$ cat src/rtl/mc_ctrl_pkg.sv
// Shared constants and types for the multi-cycle MIPS control sequencer.
package mc_ctrl_pkg;

    localparam int unsigned OPCODE_W  = 6;
    localparam int unsigned STATE_W   = 4;
    localparam int unsigned ALU_OP_W  = 2;
    localparam int unsigned ALU_IMM_W = 3;
    localparam int unsigned SRC_B_W   = 2;
    localparam int unsigned PC_SRC_W  = 2;

    localparam logic [OPCODE_W-1:0] OP_RTYPE = 6'b000000;
    localparam logic [OPCODE_W-1:0] OP_ADDI  = 6'b001000;
    localparam logic [OPCODE_W-1:0] OP_SUBI  = 6'b001111;
    localparam logic [OPCODE_W-1:0] OP_ANDI  = 6'b001100;
    localparam logic [OPCODE_W-1:0] OP_ORI   = 6'b001101;
    localparam logic [OPCODE_W-1:0] OP_SLTI  = 6'b001010;
    localparam logic [OPCODE_W-1:0] OP_LW    = 6'b100011;
    localparam logic [OPCODE_W-1:0] OP_SW    = 6'b101011;
    localparam logic [OPCODE_W-1:0] OP_BEQ   = 6'b000100;
    localparam logic [OPCODE_W-1:0] OP_J     = 6'b000010;

    typedef enum logic [STATE_W-1:0] {
        S_IDLE     = 4'd0,
        S_FETCH    = 4'd1,
        S_DECODE   = 4'd2,
        S_MEMADR   = 4'd3,
        S_MEMRD    = 4'd4,
        S_MEMWB    = 4'd5,
        S_MEMWR    = 4'd6,
        S_RTYPE_EX = 4'd7,
        S_RTYPE_WB = 4'd8,
        S_IMM_EX   = 4'd9,
        S_IMM_WB   = 4'd10,
        S_BRANCH   = 4'd11,
        S_JUMP     = 4'd12
    } state_t;

    typedef enum logic [2:0] {
        CLS_RTYPE,
        CLS_IMM,
        CLS_MEM,
        CLS_BRANCH,
        CLS_JUMP,
        CLS_ILLEGAL
    } instr_class_t;

    localparam logic [ALU_OP_W-1:0] ALU_ADD   = 2'b00;
    localparam logic [ALU_OP_W-1:0] ALU_SUB   = 2'b01;
    localparam logic [ALU_OP_W-1:0] ALU_FUNCT = 2'b10;
    localparam logic [ALU_OP_W-1:0] ALU_IMM   = 2'b11;

    localparam logic [ALU_IMM_W-1:0] IMM_NONE = 3'b000;
    localparam logic [ALU_IMM_W-1:0] IMM_ADDI = 3'b001;
    localparam logic [ALU_IMM_W-1:0] IMM_SUBI = 3'b010;
    localparam logic [ALU_IMM_W-1:0] IMM_ANDI = 3'b011;
    localparam logic [ALU_IMM_W-1:0] IMM_ORI  = 3'b100;
    localparam logic [ALU_IMM_W-1:0] IMM_SLTI = 3'b101;

    localparam logic [SRC_B_W-1:0] SRCB_RT      = 2'b00;
    localparam logic [SRC_B_W-1:0] SRCB_FOUR    = 2'b01;
    localparam logic [SRC_B_W-1:0] SRCB_IMM     = 2'b10;
    localparam logic [SRC_B_W-1:0] SRCB_IMM_SH2 = 2'b11;

    localparam logic [PC_SRC_W-1:0] PCSRC_ALU    = 2'b00;
    localparam logic [PC_SRC_W-1:0] PCSRC_ALUOUT = 2'b01;
    localparam logic [PC_SRC_W-1:0] PCSRC_JUMP   = 2'b10;

endpackage

$ cat src/rtl/mc_opcode_decode.sv
// Combinational opcode classifier: instruction class, immediate ALU code and store flag.
module mc_opcode_decode
    import mc_ctrl_pkg::*;
(
    input  logic [OPCODE_W-1:0]  i_opcode,
    output instr_class_t         o_class,
    output logic [ALU_IMM_W-1:0] o_alu_op_imm,
    output logic                 o_is_store
);

    always_comb begin
        o_class      = CLS_ILLEGAL;
        o_alu_op_imm = IMM_NONE;
        o_is_store   = 1'b0;
        case (i_opcode)
            OP_RTYPE: o_class = CLS_RTYPE;
            OP_ADDI:  begin o_class = CLS_IMM; o_alu_op_imm = IMM_ADDI; end
            OP_SUBI:  begin o_class = CLS_IMM; o_alu_op_imm = IMM_SUBI; end
            OP_ANDI:  begin o_class = CLS_IMM; o_alu_op_imm = IMM_ANDI; end
            OP_ORI:   begin o_class = CLS_IMM; o_alu_op_imm = IMM_ORI;  end
            OP_SLTI:  begin o_class = CLS_IMM; o_alu_op_imm = IMM_SLTI; end
            OP_LW:    o_class = CLS_MEM;
            OP_SW:    begin o_class = CLS_MEM; o_is_store = 1'b1; end
            OP_BEQ:   o_class = CLS_BRANCH;
            OP_J:     o_class = CLS_JUMP;
            default:  o_class = CLS_ILLEGAL;
        endcase
    end

endmodule

$ cat src/rtl/multicycle_control.sv
// Moore sequencer stepping one MIPS instruction through fetch/decode/execute/memory/writeback.
module multicycle_control
    import mc_ctrl_pkg::*;
(
    input  logic                 clk,
    input  logic                 rst_n,
    input  logic [OPCODE_W-1:0]  opcode,
    input  logic                 mem_ready,
    output logic                 pc_write,
    output logic                 pc_write_cond,
    output logic                 ir_write,
    output logic                 iord,
    output logic                 mem_read,
    output logic                 mem_write,
    output logic                 reg_write,
    output logic                 reg_dst,
    output logic                 mem_to_reg,
    output logic                 alu_src_a,
    output logic [SRC_B_W-1:0]   alu_src_b,
    output logic [ALU_OP_W-1:0]  alu_op,
    output logic [ALU_IMM_W-1:0] alu_op_imm,
    output logic [PC_SRC_W-1:0]  pc_source,
    output logic [STATE_W-1:0]   state,
    output logic                 instr_done,
    output logic                 illegal_op
);

    state_t               r_state;
    state_t               w_next;
    instr_class_t         w_class;
    logic [ALU_IMM_W-1:0] w_alu_op_imm;
    logic                 w_is_store;

    mc_opcode_decode u_decode (
        .i_opcode     (opcode),
        .o_class      (w_class),
        .o_alu_op_imm (w_alu_op_imm),
        .o_is_store   (w_is_store)
    );

    always_ff @(posedge clk or negedge rst_n) begin
        if (!rst_n) r_state <= S_IDLE;
        else        r_state <= w_next;
    end

    // Next state and datapath controls; outputs depend on mem_ready only in FETCH and MEMWR.
    always_comb begin
        w_next        = r_state;
        pc_write      = 1'b0;
        pc_write_cond = 1'b0;
        ir_write      = 1'b0;
        iord          = 1'b0;
        mem_read      = 1'b0;
        mem_write     = 1'b0;
        reg_write     = 1'b0;
        reg_dst       = 1'b0;
        mem_to_reg    = 1'b0;
        alu_src_a     = 1'b0;
        alu_src_b     = SRCB_RT;
        alu_op        = ALU_ADD;
        alu_op_imm    = IMM_NONE;
        pc_source     = PCSRC_ALU;
        instr_done    = 1'b0;
        illegal_op    = 1'b0;
        case (r_state)
            S_IDLE: w_next = S_FETCH;
            S_FETCH: begin
                mem_read  = 1'b1;
                alu_src_b = SRCB_FOUR;
                if (mem_ready) begin
                    ir_write = 1'b1;
                    pc_write = 1'b1;
                    w_next   = S_DECODE;
                end
            end
            S_DECODE: begin
                alu_src_b = SRCB_IMM_SH2;
                case (w_class)
                    CLS_RTYPE:  w_next = S_RTYPE_EX;
                    CLS_IMM:    w_next = S_IMM_EX;
                    CLS_MEM:    w_next = S_MEMADR;
                    CLS_BRANCH: w_next = S_BRANCH;
                    CLS_JUMP:   w_next = S_JUMP;
                    default: begin
                        illegal_op = 1'b1;
                        w_next     = S_FETCH;
                    end
                endcase
            end
            S_MEMADR: begin
                alu_src_a = 1'b1;
                alu_src_b = SRCB_IMM;
                w_next    = w_is_store ? S_MEMWR : S_MEMRD;
            end
            S_MEMRD: begin
                iord     = 1'b1;
                mem_read = 1'b1;
                if (mem_ready) w_next = S_MEMWB;
            end
            S_MEMWB: begin
                reg_dst    = 1'b1;
                mem_to_reg = 1'b1;
                reg_write  = 1'b1;
                instr_done = 1'b1;
                w_next     = S_FETCH;
            end
            S_MEMWR: begin
                iord      = 1'b1;
                mem_write = 1'b1;
                if (mem_ready) begin
                    instr_done = 1'b1;
                    w_next     = S_FETCH;
                end
            end
            S_RTYPE_EX: begin
                alu_src_a = 1'b1;
                alu_op    = ALU_FUNCT;
                w_next    = S_RTYPE_WB;
            end
            S_RTYPE_WB: begin
                reg_write  = 1'b1;
                instr_done = 1'b1;
                w_next     = S_FETCH;
            end
            S_IMM_EX: begin
                alu_src_a  = 1'b1;
                alu_src_b  = SRCB_IMM;
                alu_op     = ALU_IMM;
                alu_op_imm = w_alu_op_imm;
                w_next     = S_IMM_WB;
            end
            S_IMM_WB: begin
                reg_dst    = 1'b1;
                reg_write  = 1'b1;
                instr_done = 1'b1;
                w_next     = S_FETCH;
            end
            S_BRANCH: begin
                alu_src_a     = 1'b1;
                alu_op        = ALU_SUB;
                pc_write_cond = 1'b1;
                pc_source     = PCSRC_ALUOUT;
                instr_done    = 1'b1;
                w_next        = S_FETCH;
            end
            S_JUMP: begin
                pc_write   = 1'b1;
                pc_source  = PCSRC_JUMP;
                instr_done = 1'b1;
                w_next     = S_FETCH;
            end
            default: w_next = S_IDLE;
        endcase
    end

    assign state = STATE_W'(r_state);

endmodule

$ cat config.mk
export PLATFORM = sky130hd
export DESIGN_NAME = multicycle_control
export DESIGN_NICKNAME = d
export VERILOG_FILES = /design/src/rtl/mc_ctrl_pkg.sv /design/src/rtl/mc_opcode_decode.sv /design/src/rtl/multicycle_control.sv
export SDC_FILE = /design/constraint.sdc
export NUM_CORES = 1
export LEC_CHECK = 0
export ABC_AREA = 1
export CORE_MARGIN = 4
export CORE_UTILIZATION = 40
export CTS_BUF_LIST = sky130_fd_sc_hd__clkbuf_4
export DETAILED_ROUTE_END_ITERATION = 10
export GPL_TIMING_DRIVEN = 0
export PLACE_DENSITY = 0.85
export SETUP_SLACK_MARGIN = 0.5
export SLEW_MARGIN = 20
export SYNTH_ARGS = -nofsm -noshare
export SYNTH_HDL_FRONTEND = slang
export SYNTH_HIERARCHICAL = 1
export SYNTH_SLANG_ARGS = --single-unit
$ cat constraint.sdc
create_clock -name clk -period 1.3 [get_ports clk]
set_input_delay 0.195 -clock clk [delete_from_list [all_inputs] [get_ports clk]]
set_output_delay 0.195 -clock clk [all_outputs]
set_load 0.02 [all_outputs]
==> results of run 1 <==
[metrics by stage]
step,util,cell area (µm²),hold WS (ps)
2_1_floorplan,-,732,-101
3_3_place_gp,0.718,1080,402
3_5_place_dp,0.718,1080,402
[synthesized netlist by cell type]
master     n
a21oi_1    2
buf_4      1
dfrtp_1    4
inv_1     21
inv_2      5
nand2_1   33
nand2_2    1
nand2_4    1
nand3_1   15
nand3_2    1
nor2_1    22
nor2_2     4
nor2_4     2
o211ai_1   1
o21ai_0    6
o21ai_1    1
o21ai_2    1
o22ai_1    1
o31ai_1    1
[logic make-up after synthesis]
kind of cell | Yosys count
AO/OA/AOI/OAI | 13
AND/OR/NAND/NOR | 79
flip-flops | 4
buffers and inverters | 27
==> flow_metrics.tcl, run 1 <==
set metrics [dict create \
    detailedPlace.worstSlack_ps -1080 \
    clock_sink_count 4 \
    syn_avg_cell_area_um2 5.18 \
    num_rows 14 \
    cts.repair_timing.setup_buffer_count 17 \
    ys_seq_area_frac 0.157 \
    dp.cells 172 \
    nets_in_the_synthesized_netlist 132 \
    yosysWarnings 6 \
    yosysUniqueCellTypes 19 \
    cts_repair_resized_insts 233 \
    cts_inserted_buffers 3 \
    dpl.hpwl_mm 1.67 \
    count_of_input_and_output_buffers 33 \
    gp_congestion 0.808 \
    yosys-mux-area-fraction 0 \
    clock_root_buffer_master "clkbuf_4" \
    dominant_combinational_cell_family_by_area_after_synthesis "simple AND/OR/NAND/NOR gates" \
    run.stop_error "[ERROR DPL-0033] detailed placement checks failed during check placement." \
    top_level_ports 34 \
    ctsHoldBuffers 0 \
    synth_top_area_share 0.194 \
    cts_max_level 1 \
    floorplan.initialDensity 0.423 \
    most_area_hungry_cell_type_in_the_yosys_netlist "nand2_1" \
    status "aborted with a tool error" \
    post_synth_xor_area_fraction 0 \
    number_of_storage_elements_in_the_synthesis_netlist 4 \
    syn_area_um2 637 \
    die_h_um 47.9 \
    synthesized_instance_count 123 \
    synth-adder-area-share 0 \
    ys_top_cells_by_area "nand2_1 (19%), dfrtp_1 (16%), nor2_1 (13%)" \
    fraction_of_the_mapped_netlist_area_in_compound_gates 0.118 \
    die_w_um 47.9 \
    outcome.stop_stage "clock tree synthesis" \
    simple_logic_cell_fraction_of_the_synthesized_area 0.560 \
    clk_path_buf_depth 2 \
]
==> inputs of run 2 (changes only) <==
--- a/config.mk
+++ b/config.mk
@@ -6,13 +6,11 @@
 export NUM_CORES = 1
 export LEC_CHECK = 0
 export ABC_AREA = 1
-export CORE_MARGIN = 4
-export CORE_UTILIZATION = 40
-export CTS_BUF_LIST = sky130_fd_sc_hd__clkbuf_4
+export CORE_AREA = 4 4 65 67
 export DETAILED_ROUTE_END_ITERATION = 10
+export DIE_AREA = 0 0 69 71
 export GPL_TIMING_DRIVEN = 0
-export PLACE_DENSITY = 0.85
-export SETUP_SLACK_MARGIN = 0.5
+export PLACE_DENSITY_LB_ADDON = 0.15
 export SLEW_MARGIN = 20
 export SYNTH_ARGS = -nofsm -noshare
 export SYNTH_HDL_FRONTEND = slang
==> flow_metrics.tcl, run 2 <==
set metrics [dict create \
    post_layout_nonfiller_instances 239 \
    floorplan.initialDensity 0.175 \
    number_of_storage_elements_in_the_synthesis_netlist 4 \
    finalNetCount 202 \
    number_of_antenna_violations_at_the_first_check_in_global_routing 0 \
    clk_latency_ps 210 \
    critical_path_s_largest_stage_delay_ps 470 \
    worst_ir_drop_vdd_mv 0.496 \
    antenna_left 0 \
    layout_area_growth_over_synthesis_pct 167 \
    cts_inserted_buffers 3 \
    die-area_mm2 0.00490 \
    path_class "reg -> out" \
    reg2reg_depth 11 \
    die_h_um 71 \
    tritoncts "yes" \
    via_count 1014 \
    clkSlewWorstSetupHoldPaths_ps 30 \
    yosysUniqueCellTypes 19 \
    min-delay-path-class "in -> async" \
    flip_flop_count_of_the_largest_register_after_layout 4 \
    fin_skew_ps 0.444 \
    sum_of_negative_setup_slack_ps -3530 \
    regToRegStartpoint "state[3]$_DFFE_PN0P_" \
    rsz_0062_raised_after_global_routing "true" \
    maxSlewHeadroom 0.826 \
    clock_root_buffer_master "clkbuf_8" \
    die_w_um 69 \
    ys_top_cells_by_area "nand2_1 (19%), dfrtp_1 (16%), nor2_1 (13%)" \
    critical_path_peak_fanout 6 \
    dpl.hpwl_mm 1.78 \
    hold_violations 0 \
    clock_sink_count 4 \
    crit_top_cell "buf_6" \
    grt_pass1_wl_mm 4.39 \
    setup_violations 24 \
    yosys.cell_count.top_type "nand2_1" \
    power_per_cell_area_mw_per_mm2 1850 \
    syn_area_um2 637 \
    worst_path_max_delay_cell "dfrtp_2" \
    global_route.overflow_total 0 \
    leakagePower_uw 0.000804 \
    clk_path_buf_depth 2 \
    antenna_cells_inserted 0 \
    synthesized_instance_count 123 \
    grt_max_degree 8 \
    fin_crit_ps 1540 \
    drt_pre_antenna_iters 4 \
    cp_data_required_time_ps 1110 \
    synth_top_area_share 0.194 \
    drc 0 \
    fp.coreArea_mm2 0.00363 \
    cap_viol_max_count 0 \
    most_area_hungry_cell_type_in_the_yosys_netlist "nand2_1" \
    async_flop_share 1.00 \
    drt-initial-drc-count 14 \
    top_level_ports 34 \
    wl_mm 2.67 \
    yosysWarnings 6 \
    finalMaxSlewViolations 0 \
    ys_seq_area_frac 0.157 \
    postLayoutCoreUtil 0.468 \
    cp-start-kind "flop" \
    ys_dominant_reg_cell "dfrtp_1" \
    syn_avg_cell_area_um2 5.18 \
    vias_per_cell 4.24 \
    status "complete, but fails checks" \
    min_period_over_period 1.18 \
    synth-edff-count 0 \
    dp.cells 204 \
    final_layout_size_suffix_gt1_frac 0.759 \
    cts_max_level 1 \
    reg2reg_to "state[0]$_DFFE_PN0P_" \
    failed_checks "setup timing" \
    layout_commonest_cell "buf_6" \
    nets_in_the_synthesized_netlist 132 \
    netlist_top_cells_count "nand2_1 (33), nor2_1 (22), inv_1 (21)" \
    worst-endpoint-arrival_ps 1340 \
    worst-r2r-setup-slack_ps -160 \
    gp_congestion 0.827 \
    num_rows 22 \
    cp_top_family "flip-flops" \
    count_of_input_and_output_buffers 33 \
    ctsHoldBuffers 0 \
    timing_worst_slew_pin_value_ps 261 \
    detailedPlace.worstSlack_ps -1210 \
    crit_chain "nor2_4 > buf_6 > nand2_8 > o21ai_2 > buf_6" \
    wirelength_per_cell_um 11.2 \
    gr-usage-all-layers 0.106 \
    number_of_global_route_vias_before_repair 1065 \
    worstPathBufferInverterCount 2 \
    end_kind "output pin" \
    max_clock_freq_ghz 0.651 \
    final_critical_path_setup_slack_ps -236 \
    mostFrequentLayoutCells "buf_6 (32), buf_4 (27), nand2_1 (15), nor2_4 (14), inv_1 (14)" \
]
-- run 2: worst register-to-register path: stages, from the launching register on --
cell     delay (ps)
dfrtp_2         420
buf_4           140
buf_6           110
nand3_2         100
buf_4           120
buf_4            90
buf_4            90
nand2_1          40
inv_1            40
nand3_1          80
nand2_1          60
nand2_1          50
-- run 2: logic make-up after synthesis --
kind of cell	after synthesis	synth area share
flops	4	0.157
simple gates	79	0.560
buf+inv	27	0.165
compound gates	13	0.118
-- run 2: final cells by class --
type	count	area [µm²]
fill	364	1930
multi-input combinational	92	769
timing repair buffer	65	607
sequential	4	105
inverter	26	105
tap	48	60.1
clock buffer	3	41.3
buffer	1	11.3
-- run 2: worst max path at each step --
stage,from,end,slack [ps],cells past startpoint
after floorplan,state[0]$_DFFE_PN0P_,reg_dst,-50,6
after global placement,opcode[1],illegal_op,-1180,9
after detailed placement,opcode[1],illegal_op,-1210,9
after CTS,state[0]$_DFFE_PN0P_,pc_write,-210,6
after global routing,state[1]$_DFFE_PN0P_,pc_write,-270,5
final,state[1]$_DFFE_PN0P_,pc_write,-240,5
-- run 2: timing repair --
item                       in CTS  in global routing
buffers inserted               25                 10
setup endpoints to repair      29                 26
pin swaps                      21                 19
gates resized for setup       218                 31
-- run 2: per-layer routing --
layer,vias to the layer above,track usage,share of wire
li1,514,-,-
met1,461,0.0995,0.36
met2,31,0.219,0.57
met3,8,0.0213,0.040
met4,0,0.0456,0.025
met5,-,0,0
-- run 2: metrics by stage --
step | area, µm² | hold WS (ps) | power, µW
3_5_place_dp | 1110 | 417 | 1860
2_1_floorplan | 716 | -101 | 1240
5_1_grt | 1700 | 207 | 3350
6_report | 1700 | 189 | 3150
4_1_cts | 1540 | 192 | 2790
3_3_place_gp | 1110 | 406 | 1860
-- run 2: where the power goes --
group / leakage, µW / switching (µW) / internal (µW)
combinational: 0.000736 / 1370 / 1220
clock: 0.0000216 / 56.7 / 197
sequential: 0.0000461 / 121 / 183
(Power assumes the default switching activity.)
==> inputs of run 3 (changes only) <==
==> constraint.sdc (replaced) <==
create_clock -name clk -period 1.95 [get_ports clk]
set_input_delay 0.2925 -clock clk [delete_from_list [all_inputs] [get_ports clk]]
set_output_delay 0.2925 -clock clk [all_outputs]
set_load 0.02 [all_outputs]
==> flow_metrics.tcl, run 3 (same netlist as run 2, synthesis figures left out) <==
set metrics [dict create \
    clk_latency_ps 220 \
    grt_max_degree 9 \
    via_count 864 \
    number_of_global_route_vias_before_repair 798 \
    worst_ir_drop_vdd_mv 0.420 \
    cp_data_required_time_ps 1660 \
    clock_root_buffer_master "clkbuf_8" \
    dpl.hpwl_mm 1.84 \
    hold_violations 0 \
    mostFrequentLayoutCells "nand2_1 (29), inv_1 (21), nor2_1 (17), nand3_1 (12), dlygate4sd2_1 (12)" \
    leakagePower_uw 0.000629 \
    sum_of_negative_setup_slack_ps 0 \
    drt-initial-drc-count 25 \
    cap_viol_max_count 0 \
    cts_max_level 1 \
    layout_area_growth_over_synthesis_pct 73.3 \
    post_layout_nonfiller_instances 207 \
    fin_crit_ps 1850 \
    wl_mm 2.25 \
    critical_path_peak_fanout 6 \
    path_class "reg -> out" \
    antenna_cells_inserted 0 \
    fin_worst_hold_slack_ps 281 \
    layout_commonest_cell "nand2_1" \
    finalMaxSlewViolations 0 \
    timing_worst_slew_pin_value_ps 303 \
    cts_inserted_buffers 3 \
    end_kind "output pin" \
    clkSlewWorstSetupHoldPaths_ps 40 \
    clk_path_buf_depth 2 \
    die_h_um 71 \
    cp-start-kind "flop" \
    final_layout_size_suffix_gt1_frac 0.258 \
    floorplan.initialDensity 0.175 \
    wirelength_per_cell_um 10.8 \
    max_clock_freq_ghz 0.541 \
    count_of_input_and_output_buffers 33 \
    gr-usage-all-layers 0.0881 \
    finalNetCount 170 \
    min-delay-path-class "in -> async" \
    clock_sink_count 4 \
    tritoncts "yes" \
    status "finished clean" \
    antenna_left 0 \
    die_w_um 69 \
    fin_skew_ps 6.19 \
    reg2reg_to "state[0]$_DFFE_PN0P_" \
    die-area_mm2 0.00490 \
    global_route.overflow_total 0 \
    min_period_over_period 0.949 \
    rsz_0062_raised_after_global_routing "true" \
    maxSlewHeadroom 0.798 \
    flip_flop_count_of_the_largest_register_after_layout 4 \
    drc 0 \
    regToRegStartpoint "state[0]$_DFFE_PN0P_" \
    cts.repair_timing.setup_buffer_count 0 \
    top_level_ports 34 \
    vias_per_cell 4.17 \
    num_rows 22 \
    number_of_antenna_violations_at_the_first_check_in_global_routing 0 \
    gp_congestion 0.803 \
    grt_pass1_wl_mm 3.68 \
    worst-endpoint-arrival_ps 1560 \
    power_per_cell_area_mw_per_mm2 1140 \
    reg2reg_depth 7 \
    dp.cells 204 \
    fp.coreArea_mm2 0.00363 \
    setup_violations 0 \
    drt_pre_antenna_iters 4 \
    worst-r2r-setup-slack_ps 720 \
]
-- run 3: metal layers --
layer | track usage | vias up | wire, µm
met5 | 0 | - | 0
met4 | 0.0130 | 0 | 0
met3 | 0.0241 | 0 | 94
met2 | 0.145 | 18 | 1050
met1 | 0.117 | 394 | 1100
li1 | - | 452 | -
-- run 3: through the flow --
step / worst slack [ps] / total power, µW / util / instance area (µm²)
2_1_floorplan: 239 / 723 / - / 637
3_3_place_gp: -693 / 1130 / 0.283 / 1030
3_5_place_dp: -693 / 1140 / 0.283 / 1030
4_1_cts: -61.8 / 1260 / 0.294 / 1070
5_1_grt: -46.4 / 1360 / 0.304 / 1100
6_report: 100 / 1260 / 0.304 / 1100
-- run 3: critical path, stage by stage (launching register included) --
cell and delay, ps:
dfrtp_2 450, inv_1 110, nand2_1 160, inv_1 140, nand2_1 80, nand2_1 60, dlygate4sd2_1 330
-- run 3: power breakdown --
part | internal (µW) | leakage (µW) | total (µW) | switching [µW]
Clock | 132 | 0.0000216 | 178 | 45.7
Sequential | 119 | 0.0000489 | 200 | 80.5
Combinational | 313 | 0.000558 | 878 | 566
-- run 3: final cells by class --
class,count,area (µm²)
fill,428,2530
multi-input combinational,92,495
timing repair buffer,33,299
sequential,4,103
inverter,26,97.6
tap,48,60.1
clock buffer,3,41.3
buffer,1,7.51
-- run 3: how the worst max path moves through the flow --
stage	start	endpoint	slack (ps)	depth (start not counted)
3_5_place_dp	opcode[1]	illegal_op	-690	10
5_1_grt	opcode[1]	illegal_op	-50	10
4_1_cts	opcode[2]	illegal_op	-60	10
6_report	state[3]$_DFFE_PN0P_	mem_read	100	6
3_3_place_gp	opcode[1]	illegal_op	-690	10
2_1_floorplan	state[0]$_DFFE_PN0P_	reg_dst	240	6
-- run 3: what timing repair did --
item / 4_1_cts / 5_1_grt
endpoints found under the setup margin: 21 / 9
hold endpoints to repair: 0 / 0
pin swaps: 0 / 3
hold buffers: 0 / 0
cloned: 0 / 0
resized for setup: 47 / 24
==> inputs of run 4 (changes only) <==
--- a/config.mk
+++ b/config.mk
@@ -10,7 +10,7 @@
 export DETAILED_ROUTE_END_ITERATION = 10
 export DIE_AREA = 0 0 69 71
 export GPL_TIMING_DRIVEN = 0
-export PLACE_DENSITY_LB_ADDON = 0.15
+export PLACE_DENSITY_LB_ADDON = 0.25
 export SLEW_MARGIN = 20
 export SYNTH_ARGS = -nofsm -noshare
 export SYNTH_HDL_FRONTEND = slang
==> flow_metrics.tcl, run 4 (same netlist as run 2, synthesis figures left out) <==
set metrics [dict create \
    critical_path_s_largest_stage_delay_ps 300 \
    wirelength_per_cell_um 10.1 \
    worst_ir_drop_vdd_mv 0.221 \
    highest_layer "met3" \
    vias_per_cell 4.16 \
    final.fill_count 431 \
    fin_worst_hold_slack_ps 289 \
    worst-endpoint-arrival_ps 1550 \
    wire_length_on_met3_um 146 \
    cp_data_required_time_ps 1660 \
    die-area_mm2 0.00490 \
    register_area_um2 101 \
    clk_latency_ps 210 \
    layout_commonest_cell "nand2_1" \
    layout_area_growth_over_synthesis_pct 69.4 \
    die_h_um 71 \
    num_rows 22 \
    wl_mm 2.09 \
    cp-start-kind "input pin" \
    drc 0 \
    maxSlewHeadroom 0.794 \
    count_of_input_and_output_buffers 33 \
    number_of_global_route_vias_before_repair 846 \
    fp.coreArea_mm2 0.00363 \
    grt_pass1_wl_mm 3.52 \
    gp_congestion 0.820 \
    number_of_antenna_violations_at_the_first_check_in_global_routing 0 \
    design_area_mm2 0.00108 \
    crit_chain "dlygate4sd2_1 > nor2_1 > nor2_1 > nor2_2 > nor2_2 > nand2_1 > nand2_2 > o21ai_2 > nor2_1 > buf_4" \
    die_w_um 69 \
    max_clock_freq_ghz 0.543 \
    crit_top_cell "nor2_1" \
    min_period_over_period 0.944 \
    dr_wl_met2_um 901 \
    dpl.hpwl_mm 1.74 \
    clock_root_buffer_master "clkbuf_8" \
    floorplan.initialDensity 0.175 \
    power_per_cell_area_mw_per_mm2 1160 \
    global_route.overflow_total 0 \
    drt-initial-drc-count 39 \
    tritoncts "yes" \
    mostFrequentLayoutCells "nand2_1 (29), inv_1 (21), nor2_1 (17), nand3_1 (13), dlygate4sd2_1 (12)" \
    cts.repair_timing.setup_buffer_count 0 \
    worst_path_max_delay_cell "dlygate4sd2_1" \
    status "finished clean" \
    hold_violations 0 \
    post_layout_nonfiller_instances 207 \
    clk_path_buf_depth 2 \
    drt_pre_antenna_iters 4 \
    cts_max_level 1 \
    fin_crit_ps 1840 \
    reg2reg_depth 7 \
    leakagePower_uw 0.000617 \
    cap_viol_max_count 0 \
    place_area_mm2 0.00103 \
    finalMaxSlewViolations 0 \
    setup_violations 0 \
    timing_worst_slew_pin_value_ps 309 \
    clock_sink_count 4 \
    final_layout_size_suffix_gt1_frac 0.239 \
    cts_inserted_buffers 3 \
    top_level_ports 34 \
    via_count 862 \
    critical_path_peak_fanout 6 \
    area_of_the_multi_input_gates_um2 473 \
    grt_max_degree 9 \
    flip_flop_count_of_the_largest_register_after_layout 4 \
    antenna_cells_inserted 0 \
    end_kind "output pin" \
    path_class "in -> out" \
    dp.cells 204 \
    clkSlewWorstSetupHoldPaths_ps 30 \
    antenna_left 0 \
    fin_skew_ps 0.550 \
    finalNetCount 170 \
    min-delay-path-class "in -> async" \
    gr-usage-all-layers 0.0837 \
    m1WireLength_mm 1.04 \
]
run 4: cell counts in the layout (fill, tap and decap cells not counted):
No cell type changed its count.
run 4: routing by layer:
metal | vias up | GRT usage
met3 | 0 | 0.0256
met4 | 0 | 0.0260
met5 | - | 0
met2 | 34 | 0.146
met1 | 377 | 0.0977
li1 | 451 | -
run 4: per-stage QoR:
stage               setup TNS, ps  total power, µW   util  setup WS, ps
global placement            -2200             1130  0.283          -658
floorplan                       0              723      -           239
CTS                         -61.9             1240  0.289         -61.9
global route                -1.70             1370  0.297         -1.70
finish                          0             1250  0.297           110
detailed placement          -2240             1130  0.283          -686
run 4: worst max-delay path: cells and delay by family:
family          cells  cell delay, ps
buf+inv             2             440
compound gates      1              60
simple gates        7             740
run 4: area by class of cell:
cell class                      count  area share
Sequential cell                     4      0.0940
Clock buffer                        3      0.0383
Timing Repair Buffer               33       0.276
Buffer                              1     0.00696
Multi-Input combinational cell     92       0.439
Tap cell                           48      0.0557
Inverter                           26      0.0905
run 4: worst paths after layout:
check	start	to	slack [ps]
max	opcode[1]	illegal_op	110
max in group asynchronous	rst_n	state[0]$_DFFE_PN0P_	1470
min reg2reg	state[2]$_DFFE_PN0P_	state[2]$_DFFE_PN0P_	660
max reg2reg	state[0]$_DFFE_PN0P_	state[1]$_DFFE_PN0P_	730
min in group clk	state[2]$_DFFE_PN0P_	state[2]$_DFFE_PN0P_	660
min	rst_n	state[1]$_DFFE_PN0P_	290
run 4: repair_timing:
action / CTS / global route
gates resized for setup: 38 / 26
pin swaps: 0 / 3
hold endpoints to repair: 0 / 0
hold buffers: 0 / 0
endpoints found under the setup margin: 20 / 11
run 4: where the power goes:
group	internal, µW	switching, µW	total (µW)
Combinational	318	567	885
Clock	131	38.8	170
Sequential	118	75.3	193
